$ cat config.mk
export PLATFORM = sky130hd
export DESIGN_NAME = m_stage_mc
export DESIGN_NICKNAME = d
export VERILOG_FILES = /design/src/rtl/m_stage_mc.sv
export SDC_FILE = /design/constraint.sdc
export NUM_CORES = 1
export LEC_CHECK = 0
export BUFFER_PORTS_ARGS = -buffer_cell sky130_fd_sc_hd__buf_4
export CORE_MARGIN = 1.5
export CORE_UTILIZATION = 47
export CTS_BUF_LIST = sky130_fd_sc_hd__clkbuf_2 sky130_fd_sc_hd__clkbuf_4 sky130_fd_sc_hd__clkbuf_8
export CTS_CLUSTER_SIZE = 20
export DETAILED_ROUTE_END_ITERATION = 10
export MAX_ROUTING_LAYER = met4
export PLACE_DENSITY = 0.82
export SKIP_LAST_GASP = 1
export SLEW_MARGIN = 40
export SYNTH_ARGS = -nofsm -noshare
export SYNTH_HDL_FRONTEND = slang
export SYNTH_SLANG_ARGS = --single-unit
$ cat constraint.sdc
create_clock -name clk -period 1.9 [get_ports clk]
set_input_delay 0.285 -clock clk [delete_from_list [all_inputs] [get_ports clk]]
set_output_delay 0.285 -clock clk [all_outputs]
set_load 0.1 [all_outputs]
$ cat src/rtl/m_stage_mc.sv
// Y86 memory-access stage driving a multi-cycle data memory over a req/ack handshake.
// Stalls the pipeline while a transaction is pending and reports faults as ADR status.
module m_stage_mc #(
    parameter int DATA_W      = 32,
    parameter int ADDR_W      = 32,
    parameter int ALIGN_CHECK = 1,
    parameter int TIMEOUT     = 16
) (
    input  logic              clk,
    input  logic              rst,
    input  logic              M_valid_i,
    input  logic [3:0]        M_icode_i,
    input  logic [DATA_W-1:0] M_valA_i,
    input  logic [DATA_W-1:0] M_valP_i,
    input  logic [DATA_W-1:0] M_valE_i,
    output logic              mem_req_o,
    output logic              mem_we_o,
    output logic [ADDR_W-1:0] mem_addr_o,
    output logic [DATA_W-1:0] mem_wdata_o,
    input  logic              mem_ack_i,
    input  logic [DATA_W-1:0] mem_rdata_i,
    input  logic              mem_err_i,
    output logic              m_stall_o,
    output logic [DATA_W-1:0] m_valM_o,
    output logic              m_done_o,
    output logic [1:0]        m_stat_o
);
    localparam int AL_BITS = $clog2(DATA_W / 8);
    localparam int CNT_W   = (TIMEOUT > 1) ? $clog2(TIMEOUT) : 1;
    localparam logic [1:0] STAT_AOK = 2'b00;
    localparam logic [1:0] STAT_ADR = 2'b10;

    typedef enum logic {IDLE, BUSY} state_t;

    state_t            state_q;
    logic              req_q, we_q, done_q;
    logic [ADDR_W-1:0] addr_q;
    logic [DATA_W-1:0] wdata_q, valm_q;
    logic [1:0]        stat_q;
    logic [CNT_W-1:0]  cnt_q;

    logic              is_rd, is_wr, op_live, misaligned, timeout_hit;
    logic [ADDR_W-1:0] op_addr;
    logic [DATA_W-1:0] op_wdata;

    always_comb begin
        is_rd    = 1'b0;
        is_wr    = 1'b0;
        op_addr  = M_valE_i[ADDR_W-1:0];
        op_wdata = M_valA_i;
        case (M_icode_i)
            4'h4, 4'hA: is_wr = 1'b1;
            4'h8: begin
                is_wr    = 1'b1;
                op_wdata = M_valP_i;
            end
            4'h5: is_rd = 1'b1;
            4'h9, 4'hB: begin
                is_rd   = 1'b1;
                op_addr = M_valA_i[ADDR_W-1:0];
            end
            default: ;
        endcase
    end

    assign op_live     = M_valid_i & (is_rd | is_wr);
    assign misaligned  = (ALIGN_CHECK != 0) && (op_addr[AL_BITS-1:0] != '0);
    assign timeout_hit = (TIMEOUT != 0) && (cnt_q == CNT_W'(TIMEOUT - 1));

    // Gated by reset so the stall falls immediately on an asynchronous reset.
    always_comb begin
        m_stall_o = 1'b0;
        if (rst) begin
            if (state_q == IDLE) m_stall_o = op_live & ~misaligned;
            else                 m_stall_o = ~mem_ack_i & ~timeout_hit;
        end
    end

    always_ff @(posedge clk or negedge rst) begin
        if (!rst) begin
            state_q <= IDLE;
            req_q   <= 1'b0;
            we_q    <= 1'b0;
            done_q  <= 1'b0;
            addr_q  <= '0;
            wdata_q <= '0;
            valm_q  <= '0;
            stat_q  <= STAT_AOK;
            cnt_q   <= '0;
        end else begin
            done_q <= 1'b0;
            case (state_q)
                IDLE: begin
                    if (op_live) begin
                        if (misaligned) begin
                            stat_q <= STAT_ADR;
                            done_q <= 1'b1;
                        end else begin
                            state_q <= BUSY;
                            req_q   <= 1'b1;
                            we_q    <= is_wr;
                            addr_q  <= op_addr;
                            wdata_q <= op_wdata;
                            cnt_q   <= '0;
                        end
                    end
                end
                BUSY: begin
                    // Ack takes priority over a timeout landing in the same cycle.
                    if (mem_ack_i) begin
                        state_q <= IDLE;
                        req_q   <= 1'b0;
                        done_q  <= 1'b1;
                        if (mem_err_i) begin
                            stat_q <= STAT_ADR;
                        end else begin
                            stat_q <= STAT_AOK;
                            if (!we_q) valm_q <= mem_rdata_i;
                        end
                    end else if (timeout_hit) begin
                        state_q <= IDLE;
                        req_q   <= 1'b0;
                        done_q  <= 1'b1;
                        stat_q  <= STAT_ADR;
                    end else begin
                        cnt_q <= cnt_q + 1'b1;
                    end
                end
                default: state_q <= IDLE;
            endcase
        end
    end

    assign mem_req_o   = req_q;
    assign mem_we_o    = we_q;
    assign mem_addr_o  = addr_q;
    assign mem_wdata_o = wdata_q;
    assign m_valM_o    = valm_q;
    assign m_done_o    = done_q;
    assign m_stat_o    = stat_q;
endmodule

==> metrics.yaml <==
clkTransAtPathRegs_ns: 0.08
wire_per_inst_um: 17.08
cp.required_ns: 1.62
antenna_found_initial: 0
dieArea_um2: 10600
grt_pass1_vias: 3854
outcome: "completed"
grt_usage_pct: 25.27
hp-class: "in -> async"
viasPerCell: 5.240
rsz0062_at_grt: "yes"
syn-cell-area_um2: 4698
setup.worst_path.end_class: "primary output"
cts-root-buf: "clkbuf_8"
hpwl_um: 9724
synth_warnings: 0
die_w_um: 103.0
clk_path_buf_depth: 2
layout_common_cells: "buf_4 (252), dfrtp_1 (105), o21ai_0 (99), mux2i_1 (62), mux2_2 (33)"
cts_num_sinks: 105
synth_area_per_cell_um2: 11.80
ys_seq_elements: 105
critical_path_class: "reg -> out"
portBuffers: 237
core.rowCount: 36
synthTopCellsByArea: "dfrtp_1 (56%), mux2i_1 (13%), o21ai_0 (11%), mux2_2 (7.9%), o21ai_1 (3.3%)"
grt-ovfl-total: 0
drive_gt1_share_pct: 49.37
cp_max_fo: 2
start_util_pct: 48.29
grt_pass1_wl_um: 19680
reg2regPathDepth: 7
stdcell_count: 771
grt_max_degree: 106
routed_wl_um: 13170
ios: 239
post-route-period-util_pct: 99.21
drtIter0Drc: 125
final_common_cell: "buf_4"
ys_seq_area_share_pct: 55.93
drc: 0
power_density_nw_per_um2: 1564
fp.dieH_um: 103.0
core_region_area_um2: 9729
fin_crit_ns: 1.885
antenna_left: 0
relSlewSlack_pct: 63.06
nNetsFinal: 774
max_clock_freq_ghz: 0.5305
insertion_delay_ns: 0.35
area_growth_pct: 47.32
crit_arrival_ns: 1.60
setup_viol: 0
drtPass1Iterations: 4
place_area_um2: 6681
cp-start-kind: "register"
synth_top_area_share_pct: 55.93
hold_viol: 0
p_leak_nw: 3.458
dr_total_vias: 4040
synthesis.nets: 536
dp.cells: 753
final_area_um2: 6922
htreeDepth: 3
num_antenna_cells: 0
whs_ns: 0.01573
syn_inst: 398
postCtsHoldBufs: 0
cts_made_buffers: 9
fin_skew_ns: 0.007622
maxCapViolCount: 0
irDropWorstVdd_mv: 1.250
finalMaxSlewViolations: 0
synth_cell_types: 32
yosysTopAreaCell: "dfrtp_1"
tightest_slew_ns: 0.5540
cts_tree: "built"
place.gp.congestion: 0.7901
[through the flow]
step           utilization, %  setup TNS, ns  total power [mW]  worst slack [ns]
2_1_floorplan               -              0             8.048           0.03828
3_3_place_gp            68.67              0             9.544           0.03080
3_5_place_dp            68.67              0             9.638           0.03157
4_1_cts                 70.91       -0.06844             10.86          -0.06844
5_1_grt                 71.14       -0.04232             11.21          -0.04232
6_report                71.14              0             10.83           0.01507
[per-layer routing]
metal  track usage [%]  up-vias  share of wire, %
met3             4.678       24               8.6
met2             40.94      233                49
met5                 -        -                 0
li1                  -     1899                 -
met1             31.55     1884                40
met4             9.875        0               2.4
[layout make-up]
cell class                 count  area, um^2
inverter                       1       3.754
multi-input combinational    260        1934
sequential                   105        2628
clock buffer                  12       152.6
fill                         738        2808
tap                          133       166.4
timing repair buffer         259        2032
clock inverter                 1       5.005
[synth_stat cells]
cell type,n
o211ai_1,1
nor2b_1,1
buf_4,1
buf_6,8
o21ai_1,31
nand2_1,6
a31oi_1,2
clkbuf_1,7
and2_1,2
inv_1,1
o21ai_0,99
and2b_1,1
o21ai_2,1
a21o_1,1
clkbuf_2,5
nor2_1,4
a21boi_0,1
dfrtp_1,105
a32o_1,1
mux2i_1,63
ha_1,1
nor3_1,1
buf_2,11
nor3b_1,2
nand2b_2,1
nand3_1,2
nand2b_1,1
conb_1,1
nor4b_1,1
o21a_1,1
nand3b_1,2
mux2_2,33
[timing repair]
| action | CTS | global route |
|---|---|---|
| setup buffers | 2 | 3 |
| gates resized for setup | 9 | 0 |
| pin swaps | 3 | 3 |
| endpoints found under the setup margin | 1 | 1 |
[worst max-delay path, stage by stage, from the launching register on]
cell,delay (ns)
dfrtp_1,0.40
nor2b_2,0.19
o21ai_4,0.07
nand2b_2,0.21
a21boi_4,0.19
buf_12,0.19
[worst paths after layout]
kind                               from            end  slack [ns]
hold / removal                      rst  mem_addr_o[8]        0.02
setup / recovery                state_q      m_stall_o        0.02
min in group clk           M_icode_i[0]       mem_we_o        0.14
setup reg to reg               cnt_q[1]       cnt_q[3]        0.24
hold reg to reg               mem_req_o      mem_req_o        0.49
max in group asynchronous           rst   m_valM_o[18]        1.50
[where the power goes]
group | internal, mW | switching (mW) | total, mW
sequential | 2.83 | 0.364 | 3.20
combinational | 1.34 | 5.10 | 6.45
clock | 0.520 | 0.663 | 1.18
total | 4.70 | 6.13 | 10.8
[registers in the layout (all words and copies together) (netlist names)]
signal / cells
mem_addr_o: 32
m_valM_o: 32
m_done_o: 1
state_q: 1
m_stat_o: 1
mem_req_o: 1
mem_wdata_o: 32
mem_we_o: 1
cnt_q: 4
[logic make-up (layout without fill, tap and decap cells)]
group,Yosys count,after routing,synth area share [%]
adder cells (fa/ha/maj),1,1,0.2663
AO/OA/AOI/OAI,138,138,15.15
AND/OR/NAND/NOR,24,24,2.823
flip-flops,105,105,55.93
buffers and inverters,33,273,4.421
multiplexers,96,96,21.33
other,1,1,0.07982
No activity file was read; power rests on OpenSTA's default activity.
